<file path="src/rtl/rrot_8_pipe.sv">
// Pipelined right rotator: SEL_W registered stages, stage k rotates by 2^k; RROT_SHIFT_MODE_EN adds rrmode (1 = logical right shift).
// Latency SEL_W cycles; a stage loads when empty or when its successor loads, so bubbles collapse and in_ready drops only when full.
module rrot_8_pipe #(
  parameter int WIDTH = 8,
  parameter int SEL_W = 3
) (
  input  logic             clk,
  input  logic             rst_n,
  input  logic [WIDTH-1:0] rrdata,
  input  logic [SEL_W-1:0] rrsel,
`ifdef RROT_SHIFT_MODE_EN
  input  logic             rrmode,
`endif
  input  logic             in_valid,
  output logic             in_ready,
  output logic [WIDTH-1:0] rrout,
  output logic             out_valid,
  input  logic             out_ready
);

  if (WIDTH < 2 || (WIDTH & (WIDTH - 1)) != 0) begin : g_bad_width
    $error("rrot_8_pipe: WIDTH must be a power of two >= 2");
  end
  if (SEL_W != $clog2(WIDTH)) begin : g_bad_sel
    $error("rrot_8_pipe: SEL_W must equal log2(WIDTH)");
  end

  // Index k is the input side of stage k; index SEL_W is the output of the last stage.
  logic [WIDTH-1:0] w_dat [SEL_W+1];
  logic [SEL_W-1:0] w_sel [SEL_W];
  logic [SEL_W:0]   w_vld;
  logic [SEL_W:0]   w_rdy;
`ifdef RROT_SHIFT_MODE_EN
  logic [SEL_W-1:0] w_mode;
  assign w_mode[0] = rrmode;
`endif

  assign w_dat[0]  = rrdata;
  assign w_sel[0]  = rrsel;
  assign w_vld[0]  = in_valid;
  assign in_ready  = w_rdy[0];
  assign rrout     = w_dat[SEL_W];
  assign out_valid = w_vld[SEL_W];

  always_comb begin
    w_rdy        = '0;
    w_rdy[SEL_W] = out_ready;
    for (int k = SEL_W - 1; k >= 0; k--) begin
      w_rdy[k] = !w_vld[k+1] || w_rdy[k+1];
    end
  end

  for (genvar k = 0; k < SEL_W; k++) begin : g_stage
    localparam int SH = 1 << k;
    logic [WIDTH-1:0] r_dat;
    logic             r_vld;
    logic             w_zero;
    logic [WIDTH-1:0] w_step;

`ifdef RROT_SHIFT_MODE_EN
    assign w_zero = w_mode[k];
`else
    assign w_zero = 1'b0;
`endif
    assign w_step = w_zero ? (w_dat[k] >> SH)
                           : ((w_dat[k] >> SH) | (w_dat[k] << (WIDTH - SH)));

    always_ff @(posedge clk) begin
      if (!rst_n) begin
        r_vld <= 1'b0;
        r_dat <= '0;
      end else if (w_rdy[k]) begin
        r_vld <= w_vld[k];
        r_dat <= w_sel[k][0] ? w_step : w_dat[k];
      end
    end

    assign w_dat[k+1] = r_dat;
    assign w_vld[k+1] = r_vld;

    // Select bits still needed downstream shift down so each stage consumes bit 0.
    if (k < SEL_W - 1) begin : g_carry
      logic [SEL_W-1:0] r_sel;
`ifdef RROT_SHIFT_MODE_EN
      logic             r_mode;
`endif
      always_ff @(posedge clk) begin
        if (!rst_n) begin
          r_sel  <= '0;
`ifdef RROT_SHIFT_MODE_EN
          r_mode <= 1'b0;
`endif
        end else if (w_rdy[k]) begin
          r_sel  <= w_sel[k] >> 1;
`ifdef RROT_SHIFT_MODE_EN
          r_mode <= w_mode[k];
`endif
        end
      end
      assign w_sel[k+1] = r_sel;
`ifdef RROT_SHIFT_MODE_EN
      assign w_mode[k+1] = r_mode;
`endif
    end
  end

endmodule

</file>
<file path="config.mk">
export PLATFORM = sky130hd
export DESIGN_NAME = rrot_8_pipe
export DESIGN_NICKNAME = d
export VERILOG_FILES = /design/src/rtl/rrot_8_pipe.sv
export SDC_FILE = /design/constraint.sdc
export NUM_CORES = 1
export LEC_CHECK = 0
export CAP_MARGIN = 20
export CORE_ASPECT_RATIO = 0.5
export CORE_MARGIN = 2
export CORE_UTILIZATION = 35
export DETAILED_ROUTE_END_ITERATION = 12
export SLEW_MARGIN = 5
export SYNTH_ARGS = -nofsm -noshare
export SYNTH_HDL_FRONTEND = slang
export SYNTH_SLANG_ARGS = --single-unit
</file>
<file path="constraint.sdc">
create_clock -name clk -period 1.1 [get_ports clk]
set_input_delay 0.165 -clock clk [delete_from_list [all_inputs] [get_ports clk]]
set_output_delay 0.165 -clock clk [all_outputs]
set_load 0.005 [all_outputs]
</file>
==> results.ini <==
[drt]
postRouteAntennaNets=0
wl_met2_mm=1.054
drt-initial-drc-count=37
wl_per_cell_um=13.48
drc=0
wl_met1_mm=1.596
drt-total-wl_mm=2.831
wl_met3_um=161
num_vias=998
top_layer=met4
drt_pass1_iterations=4
viasPerCell=4.752

[worst_setup_path]
crit_start=out_valid$_SDFFE_PN0P_
cp-start-kind=flip-flop
crit_required_ns=1.26
crit_type=reg2reg
path_max_fanout=8
slowest_delay_ns=0.37
end_kind=flip-flop
worst_ep_arrival_time_ns=1.24
cp_cell_sequence=buf_6, nand3b_4, buf_12, mux2i_1, nor2b_1
rrSetupSlack_ns=0.02
r2r_start=out_valid$_SDFFE_PN0P_
cp_slowest_cell=dfxtp_4

[sta]
max-slew-margin-rel_pct=86.71
finalCriticalPeriod_ns=1.076
setup_viol=0
hold_violations=0
rsz0062_at_grt=true
clock_skew_ns=0.01003
slew_violations=0
tightestPinTransition_ns=0.1938
period_share_pct=97.81
fmax_mhz=929.4

[clock_tree]
clock_path_buffers=2
ctsHoldBuffers=0
root_buffer=clkbuf_8
cts_tree=built
cts.sinks=30
clk_pin_slew_ns=0.06
htreeDepth=2
numCtsBuffers=5
clk_latency_ns=0.28

[placed_design]
place_area_sq_mm=0.001714
dp_hpwl_mm=1.855
io_buffer_count=24
place_congestion=0.6540

[finish]
design_area_sq_mm=0.001857
num-fill-cells=320
regArea_sq_um=609.3
drive_gt1_share_pct=16.35
nNetsFinal=174
syn2layout_area_growth_pct=37.15
multi_input_area_sq_um=698.2
diodes=0

[die]
die_h_um=47.98
fp.dieArea_sq_mm=0.004412
core_area_sq_mm=0.003566
num_rows=15
ios=25
initial_core_util_pct=37.96
fp.dieW_um=91.96

[synth]
yosysUniqueCellTypes=15
yosysWarnings=0
avgSynthCellArea_sq_um=10.58
ys_ff_latch=30
syn_inst=128
synth-seq-area-share_pct=44.36
netlist_area_sq_mm=0.001354
syn_nets=143

[power]
p_clk_share_pct=34.9
ir_worst_vdd_v=0.0007163
p_comb_share_pct=13.4
power.internal_mw=1.764
p_sw_share_pct=24.05
p_total_mw=2.323
p_leak_nw=1.085
seqPwrFrac_pct=51.7
p_per_area_mw_per_mm2=1251
switching_power_mw=0.5587

[job]
cap_viol_max_count=0

[global_route]
antenna_found_initial=0
grt_overflow_total=0
grt.total_usage_pct=13.57
grt_pass1_wl_mm=4.395
grt_pass1_vias=909
grt_max_degree=20

[status]
status=finished, final reports clean

[worst_hold_path]
worstHoldStart=in_valid
hp-class=in2reg

critical path, delay by kind of cell, from the launching register on:
family / cells / cell delay (ns)
mux: 1 / 0.20
buf+inv: 2 / 0.24
simple gates: 2 / 0.15
flops: 1 / 0.37
kinds of logic (layout without fill, tap and decap cells):
kind of cell / count (synthesis) / in the layout / synth area share (%)
flip-flops: 30 / 30 / 44.36
AND/OR/NAND/NOR: 30 / 30 / 10.44
AO/OA/AOI/OAI: 27 / 27 / 19.41
multiplexers: 27 / 27 / 19.96
buffers and inverters: 14 / 45 / 5.822
metal layers:
layer	up-vias	track usage [%]
met1	451	18.28
met3	2	5.669
met2	29	19.12
li1	516	-
met5	-	0
met4	0	6.269
area by class of cell:
cell class	instances	share of cell area (%)
clock buffer	5	3.706
clock inverter	2	0.5391
inverter	3	0.6065
multi-input combinational	84	37.60
sequential	30	32.82
tap	51	3.437
timing repair buffer	35	21.29
worst paths after layout:
kind,endpoint,depth (start not counted)
worst min register to register,rrout[4]$_SDFFE_PN0P_,1
worst min-delay path,g_stage[0].r_vld$_SDFFE_PN0P_,3
worst max-delay path,g_stage[1].g_carry.r_sel[0]$_SDFFE_PN0P_,5
worst max register to register,g_stage[1].g_carry.r_sel[0]$_SDFFE_PN0P_,5
flip-flops by register name (all words and copies together) (netlist names):
signal                 cells
g_stage.r_dat             16
g_stage.r_vld              2
out_valid                  1
rrout                      8
g_stage.g_carry.r_sel      3
layout by cell type, fill, tap and decap left out:
master / synthesis / final
nand2_1: 24 / 23
clkbuf_16: 0 / 1
buf_2: 6 / 1
dlymetal6s2s_1: 0 / 1
mux2i_1: 27 / 26
nand3b_4: 0 / 1
dfxtp_4: 0 / 2
clkbuf_8: 0 / 5
buf_6: 1 / 2
clkinv_2: 0 / 2
a21boi_0: 2 / 2
inv_1: 3 / 3
buf_4: 0 / 3
dfxtp_1: 30 / 27
o211a_1: 24 / 24
nand2b_1: 1 / 1
buf_12: 0 / 5
dlygate4sd2_1: 0 / 10
a21boi_1: 1 / 1
clkdlybuf4s50_1: 0 / 12
nand4b_4: 0 / 1
nor2b_1: 3 / 3
dfxtp_2: 0 / 1
mux2i_2: 0 / 1
nand2_2: 0 / 1
per-stage QoR:
stage	setup WS (ns)	std cells	hold slack [ns]	setup TNS, ns	utilization, %
6_report	0.02409	210	0.4355	0	52.07
3_5_place_dp	-0.3710	200	0.4768	-7.115	48.07
4_1_cts	0.003269	208	0.4305	0	50.39
2_1_floorplan	0.02140	128	0.2933	0	-
5_1_grt	-0.02635	210	0.4262	-0.09853	52.07
3_3_place_gp	-0.3564	200	0.4662	-6.235	48.07
synthesized netlist by cell type:
library cell  count  share of area, %
mux2i_1          27                20
nand2b_1          1              0.46
buf_8             1               1.1
o211a_1          24                18
inv_1             3              0.83
buf_6             1              0.83
nand2_1          24               6.7
a21boi_1          1              0.55
nand3b_2          1              0.83
nor2b_1           3               1.4
nand4b_2          1               1.1
dfxtp_1          30                44
a21boi_0          2               1.1
buf_2             6               2.2
clkbuf_1          3              0.83
power groups by stage:
stage	sequential (mW)	clock [mW]	combinational (mW)
3_3_place_gp	1.22	0	0.312
6_report	1.20	0.810	0.312
4_1_cts	1.20	0.833	0.309
2_1_floorplan	1.21	0	0.174
3_5_place_dp	1.22	0	0.315
5_1_grt	1.21	0.897	0.344
what timing repair did:
item,in CTS,in global routing
resized for setup,18,7
endpoints found under the setup margin,12,10
gates cloned,0,1
buffers inserted,1,1
No activity file was read; power rests on OpenSTA's default activity.
